===== src/rtl/instr_mem_server_pkg.sv =====
// Shared definitions for the instruction memory server: FSM encoding,
// default storage depth and the word returned for idle or faulting fetches.
package instr_mem_server_pkg;

  typedef enum logic [1:0] {
    IDLE  = 2'd0,
    LOAD  = 2'd1,
    SERVE = 2'd2
  } state_e;

  localparam int          DEFAULT_DEPTH = 64;
  localparam int          WORD_W        = 32;
  // One wider than the pointer so a completely full memory (64 words) is countable.
  localparam int          COUNT_W       = 7;
  localparam logic [31:0] NOP_WORD      = 32'h0;

endpackage : instr_mem_server_pkg


===== src/rtl/instr_ram.sv =====
// Single-port-write, single-port-read instruction store with a registered
// read data path. Holds no reset: contents survive reset and are only made
// visible again once a new program load sets loaded_count.
module instr_ram #(
  parameter int DEPTH  = 64,
  parameter int WIDTH  = 32,
  parameter int ADDR_W = 6
) (
  input  logic              clk,
  input  logic              we_i,
  input  logic [ADDR_W-1:0] waddr_i,
  input  logic [WIDTH-1:0]  wdata_i,
  input  logic              re_i,
  input  logic [ADDR_W-1:0] raddr_i,
  output logic [WIDTH-1:0]  rdata_o
);

  logic [WIDTH-1:0] mem [DEPTH];
  logic [WIDTH-1:0] rdata_q;

  // Write port and synchronous read port share the clock; the server never
  // enables both in the same cycle.
  // NOTE: the array has no reset on purpose -- resetting a memory turns it
  // into thousands of flops instead of a RAM macro, and the server masks
  // stale contents through loaded_count anyway.
  always_ff @(posedge clk) begin
    if (we_i) begin
      mem[waddr_i] <= wdata_i;
    end
    if (re_i) begin
      rdata_q <= mem[raddr_i];
    end
  end

  assign rdata_o = rdata_q;

endmodule : instr_ram


===== src/rtl/instr_mem_server.sv =====
// Instruction memory server: accepts a program as a stream of words
// (LOAD), then answers processor fetches with one-cycle latency (SERVE).
// Fetches beyond the loaded program are acknowledged with a fault flag
// and a zero instruction word.
module instr_mem_server
  import instr_mem_server_pkg::*;
#(
  parameter int DEPTH  = DEFAULT_DEPTH,
  parameter int ADDR_W = 8
) (
  input  logic               clk,
  input  logic               reset,
  input  logic               load_start,
  input  logic               load_valid,
  input  logic [WORD_W-1:0]  load_data,
  input  logic               load_last,
  output logic               load_ready,
  input  logic               fetch_req,
  input  logic [ADDR_W-1:0]  fetch_addr,
  output logic               fetch_ack,
  output logic [WORD_W-1:0]  instruction,
  output logic               fetch_fault,
  output logic [COUNT_W-1:0] loaded_count,
  output logic               state_ready
);

  localparam int               PTR_W    = $clog2(DEPTH);
  localparam logic [PTR_W-1:0] LAST_PTR = PTR_W'(DEPTH - 1);

  state_e             state_q, state_d;
  logic [PTR_W-1:0]   ptr_q, ptr_d;
  logic [COUNT_W-1:0] count_q, count_d;
  logic               ack_q, ack_d;
  logic               fault_q, fault_d;
  logic               wr_en;
  logic               rd_en;
  logic               addr_in_range;
  logic [WORD_W-1:0]  rd_data;

  // Zero-extend both sides so the comparison works for any ADDR_W/COUNT_W mix.
  assign addr_in_range = 32'(fetch_addr) < 32'(count_q);

  // Next-state, pointer/count and fetch-issue decisions.
  // NOTE: every signal gets a default before the case statement; a path
  // that leaves one unassigned would infer a latch.
  always_comb begin
    state_d = state_q;
    ptr_d   = ptr_q;
    count_d = count_q;
    wr_en   = 1'b0;
    rd_en   = 1'b0;
    ack_d   = 1'b0;
    fault_d = 1'b0;
    unique case (state_q)
      IDLE: begin
        if (load_start) begin
          state_d = LOAD;
          ptr_d   = '0;
          count_d = '0;
        end
      end
      LOAD: begin
        if (load_start) begin
          // Restart: the word presented alongside load_start is discarded.
          ptr_d   = '0;
          count_d = '0;
        end else if (load_valid) begin
          wr_en   = 1'b1;
          ptr_d   = ptr_q + PTR_W'(1);
          count_d = count_q + COUNT_W'(1);
          if (load_last || ptr_q == LAST_PTR) begin
            state_d = SERVE;
          end
        end
      end
      SERVE: begin
        if (load_start) begin
          // A new load takes priority over a fetch in the same cycle.
          state_d = LOAD;
          ptr_d   = '0;
          count_d = '0;
        end else if (fetch_req) begin
          ack_d   = 1'b1;
          fault_d = !addr_in_range;
          rd_en   = addr_in_range;
        end
      end
      default: state_d = IDLE;
    endcase
  end

  // State, pointer, count and fetch-response registers with synchronous reset.
  // NOTE: sequential state uses non-blocking assignments so every register
  // samples the pre-edge values, independent of statement order.
  always_ff @(posedge clk) begin
    if (!reset) begin
      state_q <= IDLE;
      ptr_q   <= '0;
      count_q <= '0;
      ack_q   <= 1'b0;
      fault_q <= 1'b0;
    end else begin
      state_q <= state_d;
      ptr_q   <= ptr_d;
      count_q <= count_d;
      ack_q   <= ack_d;
      fault_q <= fault_d;
    end
  end

  instr_ram #(
    .DEPTH  (DEPTH),
    .WIDTH  (WORD_W),
    .ADDR_W (PTR_W)
  ) u_ram (
    .clk     (clk),
    .we_i    (wr_en),
    .waddr_i (ptr_q),
    .wdata_i (load_data),
    .re_i    (rd_en),
    .raddr_i (fetch_addr[PTR_W-1:0]),
    .rdata_o (rd_data)
  );

  // The RAM output register keeps its last value; only a good ack exposes it.
  assign instruction  = (ack_q && !fault_q) ? rd_data : NOP_WORD;
  assign fetch_ack    = ack_q;
  assign fetch_fault  = fault_q;
  assign loaded_count = count_q;
  assign load_ready   = (state_q == LOAD);
  assign state_ready  = (state_q == SERVE);

endmodule : instr_mem_server


===== config.mk =====
export PLATFORM = sky130hd
export DESIGN_NAME = instr_mem_server
export DESIGN_NICKNAME = d
export VERILOG_FILES = /design/src/rtl/instr_mem_server_pkg.sv /design/src/rtl/instr_ram.sv /design/src/rtl/instr_mem_server.sv
export SDC_FILE = /design/constraint.sdc
export NUM_CORES = 2
export LEC_CHECK = 0
export BUFFER_PORTS_ARGS = -buffer_cell sky130_fd_sc_hd__buf_2
export CAP_MARGIN = 20
export CORE_MARGIN = 2
export CORE_UTILIZATION = 41
export CTS_CLUSTER_SIZE = 25
export DETAILED_ROUTE_END_ITERATION = 16
export PLACE_DENSITY = 0.64
export SLEW_MARGIN = 40
export SYNTH_ARGS = -nofsm -noshare
export SYNTH_HDL_FRONTEND = slang
export SYNTH_SLANG_ARGS = --single-unit
export TNS_END_PERCENT = 30

===== constraint.sdc =====
create_clock -name clk -period 3.1 [get_ports clk]
set_input_delay 0.155 -clock clk [delete_from_list [all_inputs] [get_ports clk]]
set_output_delay 0.155 -clock clk [all_outputs]
set_load 0.05 [all_outputs]

==> impl_metrics.sql <==
INSERT INTO impl_metrics (metric_group, metric, value, unit) VALUES
('cts', 'cts.sinks', '2097', ''),
('hold_path', 'timing.hold.worst.class', 'input pin to flip-flop', ''),
('synth', 'postSynthRegisterBits', '2097', ''),
('floorplanning', 'core_region_area', '0.195', 'sq mm'),
('worst_setup_path', 'cp_cell_sequence', 'nor2b_4 -> buf_16 -> and2_1 -> buf_2', ''),
('cts', 'cts_root_buf', 'sky130_fd_sc_hd__clkbuf_16', ''),
('sta', 'fin_skew', '0.0340', 'ns'),
('synth', 'yosysWarningCount', '0', ''),
('run_status', 'outcome', 'finished, final reports clean', ''),
('route', 'router_iterations_before_antenna_repair', '5', ''),
('worst_setup_path', 'cpMaxStageDelayCell', 'sky130_fd_sc_hd__nor2b_4', ''),
('synth', 'synth_seq_area_share', '78.1', '%'),
('route', 'postRouteWirelength', '206000', 'microns'),
('cts', 'cts_resized', '0', ''),
('cts', 'tritoncts.num_buffers', '202', ''),
('floorplanning', 'initial_cell_density_of_the_core', '41.2', '%'),
('floorplanning', 'dieArea', '0.200', 'sq mm'),
('sta', 'timing_worst_slew_pin_value', '0.806', 'ns'),
('sta', 'final.min_clock_period', '2.69', 'ns'),
('worst_setup_path', 'crit_end_category', 'output pin', ''),
('worst_setup_path', 'critical_path.max_stage_delay', '0.43', 'ns'),
('global_route', 'globalRoute.totalOverflow', '0', ''),
('place', 'dpl-instance-area', '0.0863', 'sq mm'),
('worst_setup_path', 'cp-start-kind', 'flip-flop', ''),
('pwr', 'p_per_area', '615', 'mW/mm^2'),
('final_layout', 'sequential_cell_area', '0.0628', 'sq mm'),
('synth', 'number_of_distinct_library_cell_variants_in_the_gate_level_netlist_after_synthesis', '53', ''),
('global_route', 'grt_start_max_net_pins', '79', ''),
('route', 'detail_route.drc_violations', '0', ''),
('sta', 'setup_tns', '0', 'ns'),
('synth', 'yosys_most_used_dff', 'sky130_fd_sc_hd__edfxtp_1', ''),
('sta', 'setup_viol', '0', ''),
('sta', 'timing.final.crit_share', '86.7', '%'),
('synth', 'synthCells', '3732', ''),
('floorplanning', 'floorplan.die.height', '447', 'microns'),
('final_layout', 'final_area', '0.0929', 'sq mm'),
('route', 'avgViaCountPerCell', '5.79', ''),
('floorplanning', 'core.rowCount', '162', ''),
('final_layout', 'syn2layout_area_growth', '15.6', '%'),
('worst_setup_path', 'critical_path.top_delay_family', 'simple AND/OR/NAND/NOR gates', ''),
('final_layout', 'area_taken_by_multi_input_logic_gates', '0.0169', 'sq mm'),
('synth', 'netlist_top_cells_area', 'sky130_fd_sc_hd__edfxtp_1 78%, sky130_fd_sc_hd__mux4_2 12%, sky130_fd_sc_hd__mux2i_1 2.2%', ''),
('place', 'place.port_buffers', '88', ''),
('synth', 'synthArstFlopShare', '0', '%'),
('worst_setup_path', 'worst-endpoint-required', '2.94', 'ns'),
('worst_setup_path', 'crit_arrival', '2.53', 'ns'),
('place', 'dp.final_hpwl', '123000', 'microns'),
('cts', 'tritoncts_clock_tree', 'built', ''),
('sta', 'finalMaxSlewViolations', '0', ''),
('worst_setup_path', 'largest_driver_fanout_on_the_critical_path', '13', ''),
('synth', 'dominant_cell_by_count_in_the_synthesized_netlist', 'sky130_fd_sc_hd__edfxtp_1', ''),
('worst_setup_path', 'critical_path.startpoint', 'fetch_ack', ''),
('cts', 'clock_tree.buffer_depth', '3', ''),
('route', 'via_count', '40000', ''),
('synth', 'syn-num-nets', '3786', ''),
('cts', 'cts_setup_buffers', '0', ''),
('global_route', 'gr-usage-all-layers', '20.6', '%'),
('sta', 'rsz_0062_raised_after_global_routing', 'no', ''),
('sta', 'whs', '0.0969', 'ns'),
('cts', 'ctsHtreeMaxLevel', '4', ''),
('worst_setup_path', 'critical_path.reg2reg.startpoint', 'state_q[0]', ''),
('synth', 'avgSynthCellArea', '21.6', 'sq um'),
('hold_path', 'hold_start', 'fetch_addr[6]', ''),
('final_layout', 'fillers', '16000', ''),
('synth', 'synth_top_area_share', '77.7', '%'),
('route', 'first_iter_violations', '4995', ''),
('synth', 'synth.cell_area', '0.0804', 'sq mm'),
('cts', 'clk_latency', '0.84', 'ns'),
('global_route', 'antenna_found_initial', '3', ''),
('sta', 'max_freq', '372', 'MHz'),
('floorplanning', 'die_boundary_width', '447', 'microns');
kinds of logic (layout without fill, tap and decap cells):
group                      after synthesis  count (layout)  synth area share, %
AOI/OAI and AO/OA                      339             339                 3.02
xor gates and xnor gates                10              10                0.109
adders and majority gates                8               8                0.124
buffers and inverters                  223             778                 1.58
DFF                                   2097            2097                 78.1
muxes                                  630             630                 14.4
other                                    0               1                    0
and+or+nand+nor                        425             425                 2.65
report_power, final:
part | total, W | leakage, nW | internal [W] | switching, W
registers | 0.0312 | 18.8 | 0.0312 | 0.00000732
clock network | 0.0233 | 3.03 | 0.0129 | 0.0105
logic | 0.00265 | 7.39 | 0.000992 | 0.00165
total | 0.0572 | 29.2 | 0.0450 | 0.0121
per-stage QoR:
stage          util (%)  cells  worst slack, ns  power [W]
3_5_place_dp       44.3   6500           0.0865     0.0344
5_1_grt            47.7   6912            0.321     0.0588
6_report           47.7   6912            0.412     0.0572
3_3_place_gp       44.2   6499           0.0864     0.0344
4_1_cts            47.7   6911            0.274     0.0576
2_1_floorplan         -   3732           -0.455     0.0332
area by class of cell:
type | instances | share of cell area (%)
Inverter | 6 | 0.0242
Sequential cell | 2097 | 67.6
Antenna cell | 1 | 0.00269
Clock inverter | 108 | 0.992
Timing Repair Buffer | 401 | 4.00
Tap cell | 2624 | 3.53
Multi-Input combinational cell | 1412 | 18.2
Clock buffer | 263 | 5.71
registers in the layout (all words and copies together), names as in the netlist:
name	count
fetch_ack	1
fetch_fault	1
loaded_count	7
ptr_q	6
state_q	2
u_ram.mem	2048
u_ram.rdata_o	32
placed cells by master (no fill, tap or decap), drive strengths merged, types with 9 or more instances in the layout:
cell type,instances
edfxtp,2080
mux4,420
buf,361
clkbuf,263
mux2i,177
nor2,106
clkinv,93
a22oi,80
nand2,79
nand3,75
o221ai,62
o21ai,53
nand4,43
o22ai,41
dlygate4sd3,40
and2,37
mux2,33
nor2b,30
a31oi,22
a211oi,17
dfxtp,17
o211ai,15
a21oi,13
inv,12
nand2b,11
and4,10
and3,10
bufinv,9
repair_timing:
action,4_1_cts,5_1_grt
endpoints found under the hold margin,1877,0
setup endpoints to repair,0,0
hold buffers,40,0
worst min-delay path: cells and delay by family:
family	cells	cell delay [ns]
compound gates	2	0.24
simple gates	1	0.19
buf+inv	1	0.08
fa+ha+maj	1	0.22
worst paths after layout:
kind	end	slack (ns)	cells after the start
max	instruction[22]	0.41	4
min	fetch_fault	0.1	5
max reg2reg	u_ram.mem[41][30]	0.49	7
min reg2reg	loaded_count[6]	0.56	3
per-layer routing:
metal	share of wire, %	vias to the layer above	GRT usage (%)
met4	2.4	0	5.67
met5	0	-	0
met3	7.7	243	3.27
met2	50	1815	33.9
met1	40	21500	28.5
li1	-	16500	-
No activity file was read; power rests on OpenSTA's default activity.
